===== src/rtl/rc4_pkg.sv =====
// Shared RC4 types: byte type, PRGA state encoding, default message length
// and the printable-character test used by the early key-rejection check.
package rc4_pkg;

  typedef logic [7:0] byte_t;

  localparam int MSG_LEN_DEFAULT = 32;

  typedef enum logic [4:0] {
    ST_IDLE  = 5'd0,
    ST_INC_I = 5'd1,
    ST_RD_I  = 5'd2,
    ST_WT_I  = 5'd3,
    ST_CAP_I = 5'd4,
    ST_RD_J  = 5'd5,
    ST_WT_J  = 5'd6,
    ST_CAP_J = 5'd7,
    ST_WR_I  = 5'd8,
    ST_WR_J  = 5'd9,
    ST_RD_F  = 5'd10,
    ST_WT_F  = 5'd11,
    ST_CAP_F = 5'd12,
    ST_WR_D  = 5'd13,
    ST_CHECK = 5'd14,
    ST_DONE  = 5'd15,
    ST_FAIL  = 5'd16
  } state_e;

  // Lower-case letters and space are the only characters a correct key yields.
  function automatic logic is_valid_char(input byte_t c);
    return ((c >= 8'h61) && (c <= 8'h7A)) || (c == 8'h20);
  endfunction

endpackage


===== src/rtl/prga_decrypt_if.sv =====
// Memory-side bundle of the PRGA decryptor: S RAM, encrypted ROM, decrypted RAM.
interface prga_decrypt_if;
  import rc4_pkg::*;

  byte_t s_address;
  logic  s_wren;
  byte_t s_data;
  byte_t s_q;
  byte_t e_address;
  byte_t e_q;
  byte_t d_address;
  logic  d_wren;
  byte_t d_data;

  modport master (
    output s_address, s_wren, s_data, e_address, d_address, d_wren, d_data,
    input  s_q, e_q
  );

  modport slave (
    input  s_address, s_wren, s_data, e_address, d_address, d_wren, d_data,
    output s_q, e_q
  );

endinterface


===== src/rtl/prga_decrypt.sv =====
// RC4 PRGA loop: swaps S entries and writes D[k] = keystream ^ E[k], 14 cycles per byte.
// Define PRGA_ASCII_CHECK_EN to abort (fail) on the first non [a-z ] decrypted byte.
module prga_decrypt
  import rc4_pkg::*;
#(
  parameter int MSG_LEN = MSG_LEN_DEFAULT
) (
  input  logic           clk,
  input  logic           reset,
  input  logic           start,
  prga_decrypt_if.master mem,
  output logic           done,
  output logic           fail
);

  localparam logic [4:0] IDLE  = ST_IDLE;
  localparam logic [4:0] INC_I = ST_INC_I;
  localparam logic [4:0] RD_I  = ST_RD_I;
  localparam logic [4:0] WT_I  = ST_WT_I;
  localparam logic [4:0] CAP_I = ST_CAP_I;
  localparam logic [4:0] RD_J  = ST_RD_J;
  localparam logic [4:0] WT_J  = ST_WT_J;
  localparam logic [4:0] CAP_J = ST_CAP_J;
  localparam logic [4:0] WR_I  = ST_WR_I;
  localparam logic [4:0] WR_J  = ST_WR_J;
  localparam logic [4:0] RD_F  = ST_RD_F;
  localparam logic [4:0] WT_F  = ST_WT_F;
  localparam logic [4:0] CAP_F = ST_CAP_F;
  localparam logic [4:0] WR_D  = ST_WR_D;
  localparam logic [4:0] CHECK = ST_CHECK;
  localparam logic [4:0] DONE  = ST_DONE;
`ifdef PRGA_ASCII_CHECK_EN
  localparam logic [4:0] FAIL  = ST_FAIL;
`endif

  localparam byte_t K_LAST = byte_t'(MSG_LEN - 1);

  logic [4:0] state;
  byte_t      i, j, k, si, sj, f, e_byte;
  byte_t      dec;
  logic       char_ok;

  assign dec = f ^ e_byte;

`ifdef PRGA_ASCII_CHECK_EN
  logic fail_q;
  assign char_ok = is_valid_char(dec);
  assign fail    = fail_q;
`else
  assign char_ok = 1'b1;
  assign fail    = 1'b0;
`endif

  always_ff @(posedge clk) begin
    if (reset) begin
      state  <= IDLE;
      i      <= '0;
      j      <= '0;
      k      <= '0;
      si     <= '0;
      sj     <= '0;
      f      <= '0;
      e_byte <= '0;
      done   <= 1'b0;
`ifdef PRGA_ASCII_CHECK_EN
      fail_q <= 1'b0;
`endif
    end else begin
      case (state)
        IDLE: begin
          if (start) begin
            i     <= '0;
            j     <= '0;
            k     <= '0;
            state <= INC_I;
          end
        end
        INC_I: begin
          i     <= i + 8'd1;
          state <= RD_I;
        end
        RD_I:  state <= WT_I;
        WT_I:  state <= CAP_I;
        CAP_I: begin
          si    <= mem.s_q;
          j     <= j + mem.s_q;
          state <= RD_J;
        end
        RD_J:  state <= WT_J;
        WT_J:  state <= CAP_J;
        CAP_J: begin
          sj    <= mem.s_q;
          state <= WR_I;
        end
        WR_I:  state <= WR_J;
        WR_J:  state <= RD_F;
        RD_F:  state <= WT_F;
        WT_F:  state <= CAP_F;
        CAP_F: begin
          f      <= mem.s_q;
          e_byte <= mem.e_q;
          state  <= WR_D;
        end
        WR_D: begin
`ifdef PRGA_ASCII_CHECK_EN
          if (!char_ok) begin
            state  <= FAIL;
            fail_q <= 1'b1;
          end else begin
            state  <= CHECK;
          end
`else
          state <= CHECK;
`endif
        end
        CHECK: begin
          if (k == K_LAST) begin
            state <= DONE;
            done  <= 1'b1;
          end else begin
            k     <= k + 8'd1;
            state <= INC_I;
          end
        end
        DONE: state <= DONE;
`ifdef PRGA_ASCII_CHECK_EN
        FAIL: state <= FAIL;
`endif
        default: state <= IDLE;
      endcase
    end
  end

  // Addresses are held through the wait and capture cycles so the RAM output stays stable.
  always_comb begin
    mem.s_address = '0;
    mem.s_wren    = 1'b0;
    mem.s_data    = '0;
    mem.e_address = '0;
    mem.d_address = '0;
    mem.d_wren    = 1'b0;
    mem.d_data    = '0;
    case (state)
      RD_I, WT_I, CAP_I: mem.s_address = i;
      RD_J, WT_J, CAP_J: mem.s_address = j;
      WR_I: begin
        mem.s_address = i;
        mem.s_wren    = 1'b1;
        mem.s_data    = sj;
      end
      WR_J: begin
        mem.s_address = j;
        mem.s_wren    = 1'b1;
        mem.s_data    = si;
      end
      RD_F, WT_F, CAP_F: begin
        mem.s_address = si + sj;
        mem.e_address = k;
      end
      WR_D: begin
        mem.d_address = k;
        mem.d_data    = dec;
        mem.d_wren    = char_ok;
      end
      default: ;
    endcase
  end

endmodule


===== src/flat_wrapper.sv =====
// flat-port wrapper written by rule: the top's interface ports become plain ports
module prga_decrypt_flat import rc4_pkg::*;
#(
  parameter int MSG_LEN = MSG_LEN_DEFAULT
)
  (clk, reset, start, done, fail, mem_s_address, mem_s_wren, mem_s_data, mem_e_address, mem_d_address, mem_d_wren, mem_d_data, mem_s_q, mem_e_q);
  prga_decrypt_if mem_i ();
  input  logic clk;
  input  logic reset;
  input  logic start;
  output logic done;
  output logic fail;
  output wire logic [$bits(mem_i.s_address)-1:0] mem_s_address;
  output wire logic [$bits(mem_i.s_wren)-1:0] mem_s_wren;
  output wire logic [$bits(mem_i.s_data)-1:0] mem_s_data;
  output wire logic [$bits(mem_i.e_address)-1:0] mem_e_address;
  output wire logic [$bits(mem_i.d_address)-1:0] mem_d_address;
  output wire logic [$bits(mem_i.d_wren)-1:0] mem_d_wren;
  output wire logic [$bits(mem_i.d_data)-1:0] mem_d_data;
  input wire logic [$bits(mem_i.s_q)-1:0] mem_s_q;
  input wire logic [$bits(mem_i.e_q)-1:0] mem_e_q;
  assign mem_s_address = mem_i.s_address;
  assign mem_s_wren = mem_i.s_wren;
  assign mem_s_data = mem_i.s_data;
  assign mem_e_address = mem_i.e_address;
  assign mem_d_address = mem_i.d_address;
  assign mem_d_wren = mem_i.d_wren;
  assign mem_d_data = mem_i.d_data;
  assign mem_i.s_q = mem_s_q;
  assign mem_i.e_q = mem_e_q;
  prga_decrypt #(.MSG_LEN(MSG_LEN)) u_core (.clk(clk), .reset(reset), .start(start), .mem(mem_i), .done(done), .fail(fail));
endmodule

===== config.mk =====
export PLATFORM = sky130hd
export DESIGN_NAME = prga_decrypt_flat
export DESIGN_NICKNAME = d
export VERILOG_FILES = /design/src/rtl/rc4_pkg.sv /design/src/rtl/prga_decrypt_if.sv /design/src/rtl/prga_decrypt.sv /design/src/flat_wrapper.sv
export SDC_FILE = /design/constraint.sdc
export NUM_CORES = 1
export LEC_CHECK = 0
export CAP_MARGIN = 20
export CORE_ASPECT_RATIO = 2
export CORE_MARGIN = 2
export CORE_UTILIZATION = 45
export CTS_CLUSTER_DIAMETER = 150
export CTS_CLUSTER_SIZE = 8
export DETAILED_ROUTE_END_ITERATION = 10
export GPL_ROUTABILITY_DRIVEN = 0
export PLACE_DENSITY_LB_ADDON = 0.2
export SLEW_MARGIN = 15
export SYNTH_ARGS = -nofsm -noshare
export SYNTH_HDL_FRONTEND = slang
export SYNTH_SLANG_ARGS = --single-unit

===== constraint.sdc =====
create_clock -name clk -period 2 [get_ports clk]
set_input_delay 0.2 -clock clk [delete_from_list [all_inputs] [get_ports clk]]
set_output_delay 0.2 -clock clk [all_outputs]
set_load 0.05 [all_outputs]

==> impl_metrics.ini, run 1 <==
[status]
outcome = finished with violations
failed_checks = setup timing

[cts]
cts_inserted_buffers = 9
cts_buffer_depth = 2
h-tree-depth = 3
cts_tree = built
cts_sinks = 61
cts_root_buf = clkbuf_16
clk_latency_ps = 330
clkSlewWorstSetupHoldPaths_ps = 60

[layout]
nets = 603
fillers = 497
syn_to_final_growth_pct = 62.1
fin_area_mm2 = 0.00576
antennaDiodeCount = 0
drive_above_1_share_pct = 36.3
fin_util_pct = 75.7

[setup_path]
endpoint_kind = output pin
rr_worst_depth = 8
worst-setup-path-type = reg2out
cp.required_ps = 1800
crit_arrival_ps = 2150
r2r_slack_ps = 80
rr_endpoint = u_core.k[4]
cp_max_fo = 3
start_kind = flip-flop
r2r_start = u_core.state[2]

[pwr]
power_leakage_uw = 0.00223
p_total_uw = 3280
power_density_mw_per_mm2 = 570
ir_worst_vdd_uv = 697

[floorplan]
die_h_um = 130
core_area_mm2 = 0.00760
die_area_mm2 = 0.00866
die_w_um = 66.8
row_count = 45
boundaryPins = 63
start_util_pct = 46.7

[global_route]
grt_pass1_vias = 3901
grt_max_degree = 36
grt_usage_pct = 27.9
antenna_found_initial = 0
grt_overflow = 0
grt_pass1_wl_um = 18200

[timing]
post-route-min-period_ps = 2350
relSlewSlack_pct = 54.5
max_freq_mhz = 426
worst_pin_slew_ps = 682
fin_skew_ps = 3.91
period_share_pct = 118
finalHoldViolCount = 0
maxSlewViolCount = 0
rsz0062_at_grt = yes
setup_viol = 10
setup_slack_ps = -350

[route]
drc = 0
wl_per_cell_um = 17.7
num_vias = 3814
antenna_left = 0
viasPerCell = 5.74
drt_iter0_drc = 274
drt-total-wl_um = 11800
drt_pass1_iterations = 5

[hold_path]
hold_path_depth = 2
hold_class = in2reg
min-delay-start = reset
hold_path_end = u_core.i[0]

[job]
maxCapViolCount = 0

[synthesis]
yosys-top-cells-count = nand2_1 (79), dfxtp_1 (61), a21oi_1 (59)
synth_edf_count = 0
avgSynthCellArea_um2 = 7.94
synth_seq_cells = 61
synth_top_cell_area_share_pct = 34.4
ys_types = 53
yosysWarnings = 0
yosysMostFrequentCell = nand2_1
syn-cell-area_mm2 = 0.00355
async_reset_ff_share_pct = 0
synthCells = 447
yosysTopAreaCell = dfxtp_1
ys.flop_type = dfxtp_1
ys_top_cells_by_area = dfxtp_1 (34%), nand2_1 (8.4%), a21oi_1 (8.3%)
yosysSeqAreaShare_pct = 34.4
syn_nets = 484

[place]
dp_slack_ps = -196
dpl_cell_area_mm2 = 0.00502
hpwl_um = 8100
numPortBuffers = 61
## per-stage QoR
stage	TNS (ps)	hold slack (ps)	std cells
2_1_floorplan	-141	336	447
3_3_place_gp	-406	437	632
3_5_place_dp	-558	445	632
4_1_cts	-1490	386	657
5_1_grt	-2660	432	665
6_report	-1860	402	665
## registers in the layout, summed over array words and instances, names as in the netlist
name,count
u_core.done,1
u_core.e_byte,8
u_core.i,8
u_core.state,4
u_core.f,8
u_core.si,8
u_core.j,8
u_core.k,8
u_core.sj,8
## repair_timing
item	4_1_cts	5_1_grt
hold endpoints to repair	0	0
setup endpoints to repair	24	27
hold buffers	0	0
setup buffers	9	7
pin swaps	20	14
resized for setup	40	41
cloned	0	2
## cell type report
class / instances / area (um2) / share of cell area, %
inverters: 6 / 26.3 / 0.456
repair inverters: 1 / 7.51 / 0.130
clock buffers: 9 / 225 / 3.91
well taps: 94 / 118 / 2.04
repair buffers: 129 / 1570 / 27.3
multi-input cells: 358 / 2460 / 42.8
clock inverters: 7 / 98.8 / 1.72
flip-flops and latches: 61 / 1250 / 21.7
## worst max-delay path, stage by stage (launching register included)
cell	delay (ps)
dfxtp_2	340
ha_4	170
fa_2	390
a211oi_2	210
o21bai_1	110
a21oi_1	160
xor2_1	190
o21ai_2	90
buf_12	160
## routing by layer
layer	global-route usage (%)	part of all wire, %	up-vias
li1	-	-	1807
met1	25.8	33	1798
met2	50.9	55	150
met3	5.64	5.1	59
met4	22.2	6.9	0
met5	0	0	-
## kinds of logic (layout without fill, tap and decap cells)
family | Yosys count | in the layout | synth area share [%]
AO/OA/AOI/OAI | 110 | 110 | 18.7
XOR/XNOR | 23 | 23 | 5.67
adder cells (fa/ha/maj) | 18 | 18 | 6.77
buffers and inverters | 28 | 152 | 3.59
flip-flops | 61 | 61 | 34.4
multiplexers | 12 | 12 | 3.42
other | 1 | 1 | 0.106
AND/OR/NAND/NOR | 194 | 194 | 27.3
## where the power goes
group,total [uW],internal (uW),leakage [uW],switching [uW]
sequential,1240,1220,0.000499,18.8
combinational,355,167,0.00157,188
clock,1680,1100,0.000156,588
## how the worst max path moves through the flow
stage | from | to | slack (ps) | cells after the start
2_1_floorplan | u_core.sj[0] | mem_s_address[6] | -140 | 7
4_1_cts | u_core.sj[0] | mem_s_address[6] | -290 | 8
3_3_place_gp | mem_s_q[0] | u_core.j[6] | -160 | 8
5_1_grt | u_core.sj[0] | mem_s_address[6] | -420 | 8
6_report | u_core.sj[0] | mem_s_address[6] | -350 | 8
3_5_place_dp | mem_s_q[0] | u_core.j[6] | -200 | 8
## placed cells by master (no fill, tap or decap), drive strengths merged, types with 5 or more instances in the layout
cell and count:
a21oi 61, a22oi 5, and2 18, and3 5
buf 111, clkbuf 9, clkdlybuf4s50 18, dfxtp 61
ha 16, inv 6, mux2i 11, nand2 80
nand3 17, nand4 6, nand4b 6, nor2 34
o21ai 13, o21bai 5, or3 5, xnor2 11
xor2 12
(Power assumes the default switching activity.)
==> run 2, diff against run 1 <==
--- a/config.mk
+++ b/config.mk
@@ -10,7 +10,7 @@
 export CORE_MARGIN = 2
 export CORE_UTILIZATION = 45
 export CTS_CLUSTER_DIAMETER = 150
-export CTS_CLUSTER_SIZE = 8
+export CTS_CLUSTER_SIZE = 14
 export DETAILED_ROUTE_END_ITERATION = 10
 export GPL_ROUTABILITY_DRIVEN = 0
 export PLACE_DENSITY_LB_ADDON = 0.2
==> results of run 2 <==
Final layout, timing and power as in run 1 (identical DEF).
==> run 3, diff against run 2 <==
--- a/config.mk
+++ b/config.mk
@@ -13,6 +13,7 @@
 export CTS_CLUSTER_SIZE = 14
 export DETAILED_ROUTE_END_ITERATION = 10
 export GPL_ROUTABILITY_DRIVEN = 0
+export HOLD_SLACK_MARGIN = 0.1
 export PLACE_DENSITY_LB_ADDON = 0.2
 export SLEW_MARGIN = 15
 export SYNTH_ARGS = -nofsm -noshare
==> results of run 3 <==
Final layout, timing and power as in run 1 (identical DEF).
